**src/rtl/fetch_pkg.sv**
```systemverilog
// Shared types for the fetch front end: FSM states, PC step and address type.
package fetch_pkg;
    typedef enum logic [1:0] {BOOT, RUN, DRAIN} fetch_state_e;
    localparam logic [31:0] PC_STEP = 32'd4;
    typedef logic [31:0] addr_t;
endpackage

```
**src/rtl/fetch_ctrl_if.sv**
```systemverilog
// Handshake bundle between the fetch sequencer and its imem / pipeline neighbours.
interface fetch_ctrl_if;
    import fetch_pkg::*;

    logic  redirect_valid;
    addr_t redirect_pc;
    logic  dec_stall;
    logic  imem_ready;
    logic  imem_rvalid;
    logic  imem_req;
    addr_t pc_out;
    logic  f1f2_stall;
    logic  f1f2_flush;
    logic  rsp_keep;
    logic  busy_drain;
    logic  proto_err;

    modport master (
        input  redirect_valid, redirect_pc, dec_stall, imem_ready, imem_rvalid,
        output imem_req, pc_out, f1f2_stall, f1f2_flush, rsp_keep, busy_drain, proto_err
    );

    modport slave (
        output redirect_valid, redirect_pc, dec_stall, imem_ready, imem_rvalid,
        input  imem_req, pc_out, f1f2_stall, f1f2_flush, rsp_keep, busy_drain, proto_err
    );
endinterface

```
**src/rtl/fetch_outst_cnt.sv**
```systemverilog
// Saturating up/down counter of in-flight requests with a sticky underflow flag.
// Simultaneous inc/dec leaves the count unchanged; dec at zero only raises err.
module fetch_outst_cnt #(
    parameter int MAX = 2,
    parameter int W   = 2
) (
    input  logic         clk,
    input  logic         nrst,
    input  logic         inc,
    input  logic         dec,
    output logic [W-1:0] cnt,
    output logic         err
);
    always_ff @(posedge clk or negedge nrst) begin
        if (!nrst) begin
            cnt <= '0;
            err <= 1'b0;
        end else begin
            if (dec && cnt == '0)
                err <= 1'b1;
            if (inc && !dec && cnt != W'(MAX))
                cnt <= cnt + W'(1);
            else if (dec && !inc && cnt != '0)
                cnt <= cnt - W'(1);
        end
    end
endmodule

```
**src/rtl/fetch_ctrl.sv**
```systemverilog
// Fetch sequencer: owns the PC, issues in-order imem requests, drops stale
// responses after a redirect and drives F1/F2 stall/flush.
module fetch_ctrl
    import fetch_pkg::*;
#(
    parameter addr_t RESET_PC  = 32'h0000_0000,
    parameter int    MAX_OUTST = 2,
    parameter int    CNT_W     = 2
) (
    input  logic clk,
    input  logic nrst,
    fetch_ctrl_if.master io
);
    fetch_state_e     state, state_nx;
    addr_t            pc;
    logic [CNT_W-1:0] outst;
    logic [CNT_W-1:0] drop_cnt, drop_dec, drop_nx, next_drop;
    logic             req, accept, err;

    assign req    = (state == RUN) && !io.redirect_valid && !io.dec_stall &&
                    (outst < CNT_W'(MAX_OUTST));
    assign accept = req && io.imem_ready;

    // Responses still owed after this cycle's response (if any) become stale on redirect.
    assign next_drop = (io.imem_rvalid && outst != '0) ? outst - CNT_W'(1) : outst;
    assign drop_dec  = (io.imem_rvalid && drop_cnt != '0) ? drop_cnt - CNT_W'(1) : drop_cnt;
    assign drop_nx   = io.redirect_valid ? next_drop : drop_dec;

    fetch_outst_cnt #(.MAX(MAX_OUTST), .W(CNT_W)) u_outst (
        .clk  (clk),
        .nrst (nrst),
        .inc  (accept),
        .dec  (io.imem_rvalid),
        .cnt  (outst),
        .err  (err)
    );

    always_ff @(posedge clk or negedge nrst) begin
        if (!nrst) begin
            state    <= BOOT;
            pc       <= RESET_PC;
            drop_cnt <= '0;
        end else begin
            state    <= state_nx;
            drop_cnt <= drop_nx;
            if (io.redirect_valid)
                pc <= {io.redirect_pc[31:2], 2'b00};
            else if (accept)
                pc <= pc + PC_STEP;
        end
    end

    always_comb begin
        state_nx      = state;
        io.f1f2_flush = 1'b0;
        io.f1f2_stall = 1'b0;
        io.rsp_keep   = 1'b0;
        io.busy_drain = 1'b0;

        case (state)
            BOOT:    state_nx = RUN;
            RUN:     if (io.redirect_valid && next_drop != '0) state_nx = DRAIN;
            DRAIN:   if (drop_nx == '0) state_nx = RUN;
            default: state_nx = BOOT;
        endcase

        io.f1f2_flush = io.redirect_valid || (state != RUN) || (!io.dec_stall && !accept);
        io.f1f2_stall = io.dec_stall && !io.f1f2_flush;
        io.rsp_keep   = io.imem_rvalid && (drop_cnt == '0) && (state != BOOT);
        io.busy_drain = (state == DRAIN);
    end

    assign io.imem_req  = req;
    assign io.pc_out    = pc;
    assign io.proto_err = err;
endmodule

```
**src/flat_wrapper.sv**
```systemverilog
// flat-port wrapper written by rule: the top's interface ports become plain ports
module fetch_ctrl_flat import fetch_pkg::*;
#(
    parameter addr_t RESET_PC  = 32'h0000_0000,
    parameter int    MAX_OUTST = 2,
    parameter int    CNT_W     = 2
)
  (clk, nrst, io_redirect_valid, io_redirect_pc, io_dec_stall, io_imem_ready, io_imem_rvalid, io_imem_req, io_pc_out, io_f1f2_stall, io_f1f2_flush, io_rsp_keep, io_busy_drain, io_proto_err);
  fetch_ctrl_if io_i ();
  input  logic clk;
  input  logic nrst;
  input wire logic [$bits(io_i.redirect_valid)-1:0] io_redirect_valid;
  input wire logic [$bits(io_i.redirect_pc)-1:0] io_redirect_pc;
  input wire logic [$bits(io_i.dec_stall)-1:0] io_dec_stall;
  input wire logic [$bits(io_i.imem_ready)-1:0] io_imem_ready;
  input wire logic [$bits(io_i.imem_rvalid)-1:0] io_imem_rvalid;
  output wire logic [$bits(io_i.imem_req)-1:0] io_imem_req;
  output wire logic [$bits(io_i.pc_out)-1:0] io_pc_out;
  output wire logic [$bits(io_i.f1f2_stall)-1:0] io_f1f2_stall;
  output wire logic [$bits(io_i.f1f2_flush)-1:0] io_f1f2_flush;
  output wire logic [$bits(io_i.rsp_keep)-1:0] io_rsp_keep;
  output wire logic [$bits(io_i.busy_drain)-1:0] io_busy_drain;
  output wire logic [$bits(io_i.proto_err)-1:0] io_proto_err;
  assign io_i.redirect_valid = io_redirect_valid;
  assign io_i.redirect_pc = io_redirect_pc;
  assign io_i.dec_stall = io_dec_stall;
  assign io_i.imem_ready = io_imem_ready;
  assign io_i.imem_rvalid = io_imem_rvalid;
  assign io_imem_req = io_i.imem_req;
  assign io_pc_out = io_i.pc_out;
  assign io_f1f2_stall = io_i.f1f2_stall;
  assign io_f1f2_flush = io_i.f1f2_flush;
  assign io_rsp_keep = io_i.rsp_keep;
  assign io_busy_drain = io_i.busy_drain;
  assign io_proto_err = io_i.proto_err;
  fetch_ctrl #(.RESET_PC(RESET_PC), .MAX_OUTST(MAX_OUTST), .CNT_W(CNT_W)) u_core (.clk(clk), .nrst(nrst), .io(io_i));
endmodule
```
**config.mk**
```make
export PLATFORM = sky130hd
export DESIGN_NAME = fetch_ctrl_flat
export DESIGN_NICKNAME = d
export VERILOG_FILES = /design/src/rtl/fetch_pkg.sv /design/src/rtl/fetch_ctrl_if.sv /design/src/rtl/fetch_outst_cnt.sv /design/src/rtl/fetch_ctrl.sv /design/src/flat_wrapper.sv
export SDC_FILE = /design/constraint.sdc
export NUM_CORES = 1
export LEC_CHECK = 0
export ABC_AREA = 1
export CORE_ASPECT_RATIO = 1.25
export CORE_MARGIN = 2
export CORE_UTILIZATION = 55
export DETAILED_ROUTE_END_ITERATION = 12
export DONT_BUFFER_PORTS = 1
export PLACE_DENSITY = 0.77
export SYNTH_ARGS = -nofsm -noshare
export SYNTH_HDL_FRONTEND = slang
export SYNTH_SLANG_ARGS = --single-unit
```
**constraint.sdc**
```tcl
create_clock -name clk -period 3.5 [get_ports clk]
set_input_delay 0.35 -clock clk [delete_from_list [all_inputs] [get_ports clk]]
set_output_delay 0.35 -clock clk [all_outputs]
set_load 0.01 [all_outputs]
```
# Word level (Yosys, flattened, before mapping)
# Index checks and enable logic that the tools add are counted.
# Widths: inputs -> output; s select.
[classes] reduce_logical=34 mux=10 n_addsub=4 eq_ne=6 magnitude_cmp=1
[ops] op="$mux 32" count=2
[ops] op="$add 32x3->32 const B" count=1
[ops] op="$logic_and 1x1->1" count=16
[ops] op="$mux 2" count=7
[ops] op="$reduce_bool 2->1" count=6
[ops] op="$logic_not 2->1" count=4
[ops] op="$pmux 2 s3" count=1
[ops] op="$logic_not 1->1" count=5
[ops] op="$ne 2x1->1 const B" count=2
[ops] op="$ne 2x2->1 const B" count=2
[ops] op="$sub 2x1->2 const B" count=2
[ops] op="$add 2x1->2 const B" count=1
[ops] op="$eq 2x1->1 const B" count=1
[ops] op="$eq 2x2->1 const B" count=1
[ops] op="$logic_or 1x1->1" count=2
[ops] op="$lt 2x2->1 const B" count=1
[ops] op="$reduce_and 2->1" count=1
[totals] in_bits=38 reg_bits=39 elab_cells=60 out_inout_bits=38

# Logic depth before layout (Yosys ltp)
# Gate-level depths: netlist (run 1).
[depth] ltp_word=10 depth_mapped=12 ltp_nobuf=12

# Modules after synthesis
# From an unflattened synthesis (run 1), not the netlist that was laid out.
[hier_totals] hier_cells=444 area_unflattened_um2=2775.2
[by_module_without_submodules] mod="fetch_ctrl" cells_per_inst=421 instances=1 seq_area_each_um2=850.8 area_per_inst_um2=2615.0
[by_module_without_submodules] mod="fetch_outst_cnt" cells_per_inst=23 instances=1 seq_area_each_um2=75.1 area_per_inst_um2=160.2

# Worst setup path before layout (run 1)
# No wires, ideal clock.
[synth_timing] path_type="input-to-output" start="in io_redirect_valid" end="out io_f1f2_flush" t_required_ns=3.150 t_arrival_ns=1.202 path_stages=7 path_slack_ns=1.948 cell_sequence="buf_4 nor2_4 nand4_2 buf_4 buf_6 a21oi_1 inv_1"
[synth_between] elab_chain_cells=8 word_cells_on_any_way=9 cone_classes="9 x reduce/logical"
[synth_rtl] item="start: declaration" line_no="flat_wrapper.sv:12" rtl="input wire logic [$bits(io_i.redirect_valid)-1:0] io_redirect_valid;"
[synth_rtl] item="$logic_not 1->1" line_no="fetch_ctrl.sv:20" rtl="assign req = (state == RUN) && !io.redirect_valid && !io.dec_stall &&"
[synth_rtl] item="$logic_and 1x1->1 (3 in series)" line_no="fetch_ctrl.sv:20"
[synth_rtl] item="$logic_and 1x1->1" line_no="fetch_ctrl.sv:22" rtl="assign accept = req && io.imem_ready;"
[synth_rtl] item="$logic_not 1->1" line_no="fetch_ctrl.sv:67" rtl="io.f1f2_flush = io.redirect_valid || (state != RUN) || (!io.dec_stall && !accept);"
[synth_rtl] item="$logic_and 1x1->1" line_no="fetch_ctrl.sv:67"
[synth_rtl] item="$logic_or 1x1->1 (*)" line_no="fetch_ctrl.sv:67"
[synth_rtl] item="end: declaration" line_no="flat_wrapper.sv:20" rtl="output wire logic [$bits(io_i.f1f2_flush)-1:0] io_f1f2_flush;"
# Mark *: on every way between the ends. The rest lies on a longest branch, timed or not.

# Worst setup path in the final report (run 1)
[layout_timing] start="reg u_core.state[0]" end="reg u_core.pc[3] (netlist: u_core.io.pc_out[3])"
[layout_between] elab_chain_cells=6
[layout_rtl] item="start: declaration" line_no="fetch_ctrl.sv:14" rtl="fetch_state_e state, state_nx;"
[layout_rtl] item="start signal: assignment" line_no="fetch_ctrl.sv:44" rtl="state <= state_nx;"
[layout_rtl] item="$eq 2x1->1" line_no="fetch_ctrl.sv:20"
[layout_rtl] item="$logic_and 1x1->1 (3 in series)" line_no="fetch_ctrl.sv:20"
[layout_rtl] item="$logic_and 1x1->1" line_no="fetch_ctrl.sv:22"
[layout_rtl] item="$reduce_bool 2->1 (no source line)"
[layout_rtl] item="end signal: assignment" line_no="fetch_ctrl.sv:47" rtl="pc <= {io.redirect_pc[31:2], 2'b00};"
[layout_rtl] item="end signal: assignment" line_no="fetch_ctrl.sv:49" rtl="pc <= pc + PC_STEP;"
[layout_rtl] item="end: declaration" line_no="fetch_ctrl.sv:15" rtl="addr_t pc;"
# No other way between the ends.
# A chain may end at the register's enable or synchronous reset.

==> results of run 1 <==
state kept, by name, indices dropped and copies added (netlist names):
| name | count |
|---|---|
| u_core.drop_cnt | 2 |
| u_core.io.pc_out | 30 |
| u_core.u_outst.cnt | 2 |
| u_core.u_outst.err | 1 |
| u_core.state | 2 |
per-layer routing:
metal | share of wire, % | wire length (um) | track usage (%) | vias up
met3 | 7.1 | 463 | 6.971 | 10
met4 | 1.8 | 115 | 8.000 | 0
li1 | - | - | - | 1371
met1 | 41 | 2709 | 30.19 | 1241
met5 | 0 | 0 | 0 | -
met2 | 50 | 3276 | 41.43 | 90
cells in the mapped netlist, drive strengths merged, types with 4 or more instances:
cell type | count | area [um^2]
o21bai | 7 | 52.55
dfrtp | 37 | 925.9
ha | 4 | 50.05
nand3 | 91 | 455.4
inv | 53 | 198.9
nand4 | 4 | 31.28
o211ai | 4 | 50.05
xnor2 | 4 | 35.03
buf | 13 | 91.33
nand2 | 163 | 641.9
nor2 | 45 | 250.2
path summary, 6_finish.rpt:
check | end | slack [ns] | cells past startpoint
max | u_core.io.pc_out[3]$_DFFE_PN0P_ | 1.14 | 7
min | u_core.u_outst.err$_DFFE_PN0P_ | 0.17 | 1
max reg2reg | u_core.io.pc_out[3]$_DFFE_PN0P_ | 1.14 | 7
min reg2reg | u_core.u_outst.err$_DFFE_PN0P_ | 0.53 | 1
max in group asynchronous | u_core.io.pc_out[24]$_DFFE_PN0P_ | 2.79 | 2
min in group asynchronous | u_core.drop_cnt[1]$_DFF_PN0_ | 0.50 | 2
final cells by class:
type,count,area (um^2)
Tap cell,62,77.57
Fill cell,502,2067
Clock buffer,7,86.33
Multi-Input combinational cell,333,1635
Timing Repair Buffer,4,45.04
Sequential cell,37,925.9
Inverter,55,206.4
timing repair:
| item | in CTS | in global routing |
|---|---|---|
| hold buffers | 2 | 0 |
| buffers inserted | 0 | 0 |
| gates resized for setup | 0 | 0 |
| hold endpoints to repair | 37 | 0 |
cells by family after synthesis:
| logic type | synth area share, % |
|---|---|
| simple gates | 48.36 |
| xor+xnor | 2.139 |
| other cells | 0.1308 |
| buf+inv | 10.78 |
| flops | 32.30 |
| fa+ha+maj | 1.746 |
| compound gates | 4.539 |
power by group through the flow:
| stage | registers (mW) | clock network [mW] | logic, mW |
|---|---|---|---|
| after floorplan | 0.621 | 0 | 0.387 |
| after global placement | 0.647 | 0 | 0.420 |
| after detailed placement | 0.651 | 0 | 0.442 |
| after CTS | 0.643 | 0.312 | 0.457 |
| after global routing | 0.660 | 0.329 | 0.531 |
| final | 0.643 | 0.304 | 0.448 |
==> results by group, run 1 <==
Layout
  – Most frequent cells in the layout: nand2_1, nand3_1, inv_1
  – Most common cell after layout, fill and taps aside: nand2_1
  – Share of cells above drive strength 1: roughly 7.1%
  – Area growth, synth to finish: 3.841%
  – Final core utilization: about three fifths
  – Non-Filler Instances: roughly 500
  – Finished Cell Area: 2977 um^2
  – Post-layout net count: 478
  – N_diodes: 0

Run status
  – Status: finished clean

STA
  – Final Hold Fails: 0
  – Setup Skew: around 0.006 ns
  – Final TNS setup: 0 ns
  – Measured slew at the worst slew-check pin: 0.7714 ns
  – Slew Viols, Final: 0
  – Hold slack: between 0.15 and 0.2 ns
  – RSZ-0062 raised after global routing: false
  – Setup violators final: 0
  – Setup slack after layout: around 1.1 ns
  – Period utilization: 67.43%
  – Slew HR: about 48%
  – Tmin final: 2.360 ns
  – F_max: between 400 and 500 MHz

Routing
  – DR pass1 iterations: 4
  – 1st-iter DRT viols: 116
  – # DRC: 0
  – Post-detailed-routing wire length: around 6.6 mm
  – Routed length per instance: between 10 and 15 um
  – Post-route ant nets: 0
  – Via count: between 2k and 3k
  – Vias/cell: between 5 and 6

Logic synthesis
  – FF+latch count, synth: 37
  – Post-Syn Instances: 440
  – Syn_area_per_cell: between 6 and 7 um^2
  – Main synth FF type: dfrtp_1
  – Synth async-reset ratio: 100.0%
  – EDFF count, synth: 0
  – Sequential element share of the synthesized area: 32.30%
  – Number of distinct library cells after synthesis: 28
  – Warnings from Yosys: 0
  – Cell area after synthesis: 2866 um^2

Clock tree
  – Total clock sinks: 37
  – Clock buffer count from CTS: 5
  – Clk_lat worst skew: about 0.29 ns
  – CTS H-tree depth: 2
  – Maximum clock insertion buffer count: 2
  – CTS tree: done
  – Clock-pin slew on the worst setup and hold paths: approximately 0.070 ns
  – Clk Tree Root Cell: clkbuf_8

Power and ir drop
  – PwrDens: approximately 470 nW/um^2
  – Max IR drop VDD: between 0.0002 and 0.00025 V
  – Leak Pwr: about 1.5 nW
  – Sequential power share: between 40 and 50%
  – Clock power share: between 20% and 30%
  – Combinational fraction of design power: between 30% and 40%
  – Final Power: ~1.4 mW
  – Psw: about 560 uW
  – Switching Fraction: approximately 40%
  – Int Power: about 830 uW

Floorplanning
  – Num rows: 29
  – Initial cell density of the core: between 50% and 60%
  – Full die area: ~5800 um^2
  – Die Y: about 85 um
  – Die Wd: 68.57 um
  – Ports: 76
  – Core region area: between 5000 and 6000 um^2

Placed design
  – Place WS: approximately 1.1 ns
  – Dpl hpwl: roughly 4.8 mm
  – Post-DP Area: about 2900 um^2
  – Placer Congestion: just over 0.8
  – Port Buffer Count: 0
  – Placed cells: about 500

GRT
  – Largest net degree at the start of global routing: 40
  – Global-route wire length before repair: about 11 mm
  – Tot GR Track Use: around a quarter
  – Grt total ovfl: 0
  – Vias in the first global route: ~2.5k
  – Initial antenna violation count: 0

Worst setup path
  – Most frequent CP cell: nand2_1
  – Max incr delay on CP: between 0.7 and 0.8 ns
  – Endpoint type of the worst setup path: flip-flop
  – Slowest-stage cell, CP: clkinv_1
  – Req. time, crit path: 3.67 ns
  – Type of origin of the critical path: flip-flop
  – Reg2reg start: u_core.state[0]$_DFFE_PN0P_
  – Crit path max fanout: 39
  – Top delay family on crit path: buffers and inverters
  – Worst path cell trace: nand2_1, nor2_4, nand4_2, buf_4, clkinv_1, o21ai_0, nand2_1
  – WS Path Type: flip-flop to flip-flop
  – Crit. Startpoint: u_core.state[0]$_DFFE_PN0P_
  – CP arrival: 2.53 ns
  – Worst Path Buf+Inv: 2

Worst hold path
  – Worst Hold Class: input pin to flip-flop
  – Hold Startpoint: io_imem_rvalid

Flow run
  – Max-cap violations: 0
No activity file was read; power rests on OpenSTA's default activity.
==> run 2, diff against run 1 <==
clock period = 2.4 ns   (was 3.5 ns; I/O delays follow)
==> run 2 against run 1 <==
  * First-iteration DRC count grew 4.3%
  * Clock skew shrank 0.0023 ns
  * Worst setup slack lost 0.58 ns
  * Final cell count grew 0.20%
  * Sequential share of layout area is essentially flat
  * Routed wire length shrank 0.34%
  * Via count is essentially flat
  * Die area is the same
  * Sequential power grew 46%
  * Clock power grew 40%
  * Cell area shrank 0.13%
==> results by group, run 2 (synthesis results as in run 1) <==
Routing
  – # DRC: 0 (unchanged)
  – 1st-iter DRT viols: 121 (+4.3%)
  – Post-route ant nets: 0 (unchanged)
  – Vias/cell: 5.431 (-0.27%)
  – Via count: 2710 (-0.074%)
  – Routed length per instance: 13.11 um (-0.53%)
  – DR pass1 iterations: 4 (unchanged)
  – Post-detailed-routing wire length: 6.543 mm (-0.34%)

GRT
  – Grt total ovfl: 0 (unchanged)
  – Initial antenna violation count: 0 (unchanged)
  – Largest net degree at the start of global routing: 39 (-2.5%)
  – Global-route wire length before repair: 11.05 mm (about the same)
  – Vias in the first global route: 2541 (+2.7%)
  – Tot GR Track Use: 24.56% (-0.30 points)

Layout
  – Storage cell area: 925.9 um^2 (unchanged)
  – Post-layout net count: 478 (unchanged)
  – Area of the multi-input gates: 1635 um^2 (unchanged)
  – Final core utilization: 58.94% (-0.074 points)
  – Most common cell after layout, fill and taps aside: nand2_1
  – Area growth, synth to finish: 3.710%
  – Most frequent cells in the layout: nand2_1, nand3_1, inv_1
  – Max FFs per register: 30 (unchanged)
  – Filler cells: 504 (+0.40%)
  – Share of cells above drive strength 1: 7.323% (+0.21 points)
  – N_diodes: 0 (unchanged)

Placed design
  – Dpl hpwl: 4.873 mm (+2.1%)
  – Placer Congestion: 0.8476 (+3.4%)
  – Port Buffer Count: 0 (unchanged)
  – Place WS: 0.5782 ns (-0.5566 ns)

Clock tree
  – Setup Fix Bufs, Post-CTS: 0 (unchanged)
  – Hold buffers post-CTS: 2 (unchanged)
  – Total clock sinks: 37 (unchanged)
  – CTS tree: done
  – Post-cts repair resize count: 0 (unchanged)
  – Clock-pin slew on the worst setup and hold paths: 0.07 ns (about the same)
  – Clk Tree Root Cell: clkbuf_8
  – Clock buffer count from CTS: 5 (unchanged)
  – Clk_lat worst skew: 0.29 ns (about the same)
  – Maximum clock insertion buffer count: 2 (unchanged)
  – CTS H-tree depth: 2 (unchanged)

STA
  – RSZ-0062 raised after global routing: false
  – Measured slew at the worst slew-check pin: 0.7529 ns (-0.01845 ns)
  – Slew Viols, Final: 0 (unchanged)
  – F_max: between 500 and 600 MHz
  – Period utilization: about 76%
  – Setup slack after layout: 0.5643 ns (-0.5758 ns)
  – Final Hold Fails: 0 (unchanged)
  – Tmin final: around 1.8 ns
  – Final TNS setup: 0 ns (unchanged)
  – Setup Skew: 0.003766 ns (-0.002294 ns)
  – Slew HR: 49.49% (+1.2 points)
  – Setup violators final: 0 (unchanged)

Floorplanning
  – Full die area: 5809 um^2 (unchanged)
  – Num rows: 29 (unchanged)
  – Die Wd: 68.57 um (unchanged)
  – Ports: 76 (unchanged)
  – Core region area: 5044 um^2 (unchanged)
  – Die Y: 84.72 um (unchanged)
  – Initial cell density of the core: 56.83% (unchanged)

Worst setup path
  – Endpoint type of the worst setup path: primary output
  – WS Path Type: flip-flop to primary output
  – Crit path max fanout: 38 (-2.6%)
  – Type of origin of the critical path: flip-flop
  – CP arrival: 1.60 ns (-0.93 ns)
  – Req. time, crit path: 2.16 ns (-1.51 ns)

Power and ir drop
  – Combinational fraction of design power: 32.3% (+0.2 points)
  – Clock power share: 21.1% (-0.7 points)
  – Int Power: 1.190 mW (+43%)
  – Leak Pwr: 1.492 nW (about the same)
  – PwrDens: 678.7 nW/um^2 (+45%)
  – Max IR drop VDD: 0.0005037 V (+120%)
  – Sequential power share: 46.5% (+0.4 points)
  – Psw: 827.3 uW (+48%)
  – Switching Fraction: 41.00% (+0.83 points)

Run status
  – Status: finished clean

Flow run
  – Max-cap violations: 0 (unchanged)

Worst hold path
  – Worst Hold Class: input pin to flip-flop
## run 2: layout make-up
class                   instances  share of cell area, %
clock inverters                 2                 0.3367
repair buffers                  4                  1.515
multi-input cells             333                  55.01
inverters                      55                  6.944
clock buffers                   6                  2.441
flip-flops and latches         37                  31.14
well taps                      62                  2.609
## run 2: per-layer routing
layer | GRT usage (%) | part of all wire (%) | vias to the layer above
met5 | 0 | 0 | -
met4 | 7.455 | 1.7 | 0
li1 | - | - | 1376
met2 | 41.43 | 48 | 95
met1 | 29.40 | 42 | 1229
met3 | 7.105 | 8.3 | 10
## run 2: worst max-delay path, cell delays in order (launching register included)
cell and delay [ns]:
dfrtp_1 0.36, inv_1 0.08, nand2_1 0.10, nor2_4 0.11
nand4_2 0.09, buf_4 0.28, a21oi_1 0.18, inv_1 0.09
## run 2: final timing paths
path,startpoint,endpoint,slack [ns],cells past startpoint
max,u_core.state[1]$_DFFE_PN0P_,io_f1f2_flush,0.56,7
min,io_imem_rvalid,u_core.u_outst.err$_DFFE_PN0P_,0.06,1
max reg2reg,u_core.state[0]$_DFFE_PN0P_,u_core.io.pc_out[3]$_DFFE_PN0P_,0.57,6
min reg2reg,u_core.u_outst.err$_DFFE_PN0P_,u_core.u_outst.err$_DFFE_PN0P_,0.53,1
max in group asynchronous,nrst,u_core.io.pc_out[29]$_DFFE_PN0P_,1.81,2
min in group asynchronous,nrst,u_core.u_outst.err$_DFFE_PN0P_,0.40,2
## run 2: stage by stage
step | cells | hold slack [ns] | power (mW) | cell area, um^2
floorplan | 441 | -0.05559 | 1.470 | 2870
global placement | 489 | -0.05434 | 1.556 | 2860
detailed placement | 489 | -0.05430 | 1.590 | 2860
CTS | 499 | 0.05318 | 2.041 | 2973
global route | 499 | 0.06151 | 2.192 | 2973
finish | 499 | 0.05897 | 2.018 | 2973
## run 2: power by group through the flow
stage	Clock, mW	Combinational, mW	Sequential [mW]
2_1_floorplan	0	0.565	0.905
3_3_place_gp	0	0.611	0.945
3_5_place_dp	0	0.639	0.950
4_1_cts	0.443	0.661	0.938
5_1_grt	0.463	0.768	0.961
6_report	0.427	0.652	0.939
==> run 3, diff against run 2 <==
clock period = 1.87 ns   (was 2.4 ns; I/O delays follow)
==> run 3 against run 2 <==
  * Count of clock-buffer cells in the layout unchanged
  * Hold slack got worse by 0.033 ns
  * Non-clock buffer count is 3 higher
  * Critical path depth is the same
  * Clock skew rose by 0.0021 ns
  * First-iteration DRC count shrank 2.5%
  * Cell area up 0.84%
  * Combinational power is 30% higher
  * Clock power up 30%
  * Critical path type unchanged
==> results by group, run 3 (synthesis results as in run 1) <==
GRT
  – Initial antenna violation count: 0 (unchanged)
  – Tot GR Track Use: 25.01% (+0.45 points)
  – Grt total ovfl: 0 (unchanged)
  – Vias in the first global route: 2554 (+0.51%)
  – Largest net degree at the start of global routing: 38 (-2.6%)
  – Global-route wire length before repair: 11.21 mm (+1.4%)

Power and ir drop
  – Psw: 1.071 mW (+30%)
  – Combinational fraction of design power: 32.5% (+0.2 points)
  – Switching Fraction: 41.13% (+0.13 points)
  – PwrDens: 868.9 nW/um^2 (+28%)
  – Sequential power share: 46.3% (-0.2 points)
  – Clock power share: 21.2% (about the same)
  – Max IR drop VDD: 0.0005492 V (+9.0%)
  – Leak Pwr: 1.506 nW (+0.92%)
  – Int Power: 1.533 mW (+29%)

Floorplanning
  – Num rows: 29 (unchanged)
  – Initial cell density of the core: 56.83% (unchanged)
  – Die Wd: 68.57 um (unchanged)
  – Core region area: 5044 um^2 (unchanged)
  – Full die area: 5809 um^2 (unchanged)
  – Die Y: 84.72 um (unchanged)
  – Ports: 76 (unchanged)

Clock tree
  – Clk_lat worst skew: 0.29 ns (about the same)
  – CTS H-tree depth: 2 (unchanged)
  – Clock-pin slew on the worst setup and hold paths: 0.08 ns (about the same)
  – Clock buffer count from CTS: 5 (unchanged)
  – Setup Fix Bufs, Post-CTS: 0 (unchanged)
  – Post-cts repair resize count: 0 (unchanged)
  – Maximum clock insertion buffer count: 2 (unchanged)
  – Clk Tree Root Cell: clkbuf_8
  – Total clock sinks: 37 (unchanged)
  – CTS tree: done
  – Hold buffers post-CTS: 2 (unchanged)

Worst setup path
  – Worst Path Buf+Inv: 3 (unchanged)
  – Worst path cell trace: inv_1, nand2_1, nor2_4, nand4_2, buf_4, a21oi_1, inv_1
  – WS Path Type: flip-flop to primary output
  – Top delay family on crit path: buffers and inverters
  – Req. time, crit path: 1.68 ns (-0.48 ns)
  – Max incr delay on CP: 0.36 ns (about the same)
  – CP arrival: 1.52 ns (-0.08 ns)
  – Endpoint type of the worst setup path: primary output
  – Critical path depth in cells: 7 (unchanged)
  – Crit path max fanout: 11 (-71%)
  – Reg2reg path depth: 7 (+1)
  – Most frequent CP cell: inv_1
  – Type of origin of the critical path: flip-flop
  – Slowest-stage cell, CP: dfrtp_1

STA
  – Final TNS setup: 0 ns (unchanged)
  – Setup slack after layout: 0.1662 ns (-0.3981 ns)
  – RSZ-0062 raised after global routing: false
  – Slew Viols, Final: 0 (unchanged)
  – Period utilization: between 90 and 100%
  – Hold slack: 0.02551 ns (-0.03347 ns)
  – Final Hold Fails: 0 (unchanged)
  – Measured slew at the worst slew-check pin: 0.6232 ns (-0.1297 ns)
  – Slew HR: 58.20% (+8.7 points)
  – F_max: approximately 600 MHz
  – Setup violators final: 0 (unchanged)
  – Tmin final: about 1.7 ns
  – Setup Skew: 0.005864 ns (+0.002098 ns)

Routing
  – # DRC: 0 (unchanged)
  – Via count: 2715 (+0.18%)
  – DR pass1 iterations: 4 (unchanged)
  – 1st-iter DRT viols: 118 (-2.5%)
  – Routed length per instance: 13.42 um (+2.3%)
  – Post-detailed-routing wire length: 6.735 mm (+2.9%)
  – Post-route ant nets: 0 (unchanged)
  – Vias/cell: 5.408 (-0.41%)

Layout
  – Post-layout net count: 481 (+0.63%)
  – Most frequent cells in the layout: nand2_1, nand3_1, inv_1
  – Max FFs per register: 30 (unchanged)
  – N_diodes: 0 (unchanged)
  – Area growth, synth to finish: 4.583%
  – Share of cells above drive strength 1: 7.727% (+0.40 points)
  – Filler cells: 504 (unchanged)
  – Finished Cell Area: 2998 um^2 (+0.84%)
  – Most common cell after layout, fill and taps aside: nand2_1

Placed design
  – Post-DP Area: 2875 um^2 (+0.53%)
  – Port Buffer Count: 0 (unchanged)
  – Placer Congestion: 0.8442 (-0.40%)
  – Place WS: 0.2033 ns (-0.3749 ns)
  – Dpl hpwl: 4.966 mm (+1.9%)

Worst hold path
  – Hold path cells: 2 (+1)
  – Worst Hold Class: input pin to flip-flop

Flow run
  – Max-cap violations: 0 (unchanged)

Run status
  – Status: finished clean
-- run 3: cell types whose count changed in the layout (fill, tap and decap cells not counted) --
cell	previous run	this run
buf_4	2	4
dlygate4sd3_1	1	2
-- run 3: layout make-up --
| class | count | area, um^2 | share of cell area (%) |
|---|---|---|---|
| repair buffers | 7 | 70.07 | 2.337 |
| clock buffers | 6 | 72.57 | 2.421 |
| flip-flops and latches | 37 | 925.9 | 30.88 |
| well taps | 62 | 77.57 | 2.588 |
| inverters | 55 | 206.4 | 6.886 |
| multi-input cells | 333 | 1635 | 54.55 |
| clock inverters | 2 | 10.01 | 0.3339 |
-- run 3: power groups by stage --
| stage | Sequential, mW | Combinational [mW] | Clock [mW] |
|---|---|---|---|
| finish | 1.21 | 0.846 | 0.553 |
| floorplan | 1.16 | 0.725 | 0 |
| global placement | 1.21 | 0.791 | 0 |
| CTS | 1.20 | 0.858 | 0.572 |
| detailed placement | 1.22 | 0.829 | 0 |
| global route | 1.24 | 1.00 | 0.601 |
-- run 3: through the flow --
stage | total power [mW] | instances | util (%)
2_1_floorplan | 1.887 | 441 | -
3_3_place_gp | 2.003 | 491 | 57.01
3_5_place_dp | 2.049 | 491 | 57.01
4_1_cts | 2.634 | 501 | 59.24
5_1_grt | 2.840 | 502 | 59.44
6_report | 2.605 | 502 | 59.44
-- run 3: metal layers --
metal / vias to the layer above / part of all wire, % / routed length, um / track usage (%)
li1: 1386 / - / - / -
met1: 1240 / 42 / 2798 / 29.72
met2: 80 / 50 / 3359 / 42.74
met3: 9 / 7.0 / 469 / 6.568
met4: 0 / 1.6 / 108 / 7.818
met5: - / 0 / 0 / 0
-- run 3: path summary, 6_finish.rpt --
check | from | endpoint | slack [ns]
hold / removal | io_redirect_pc[9] | u_core.io.pc_out[9]$_DFFE_PN0P_ | 0.03
setup reg to reg | u_core.io.pc_out[3]$_DFFE_PN0P_ | u_core.io.pc_out[24]$_DFFE_PN0P_ | 0.18
setup / recovery | u_core.state[1]$_DFFE_PN0P_ | io_f1f2_flush | 0.17
min in group asynchronous | nrst | u_core.drop_cnt[0]$_DFF_PN0_ | 0.34
hold reg to reg | u_core.u_outst.cnt[1]$_DFFE_PN0P_ | u_core.u_outst.cnt[1]$_DFFE_PN0P_ | 0.53
max in group asynchronous | nrst | u_core.io.pc_out[11]$_DFFE_PN0P_ | 1.33
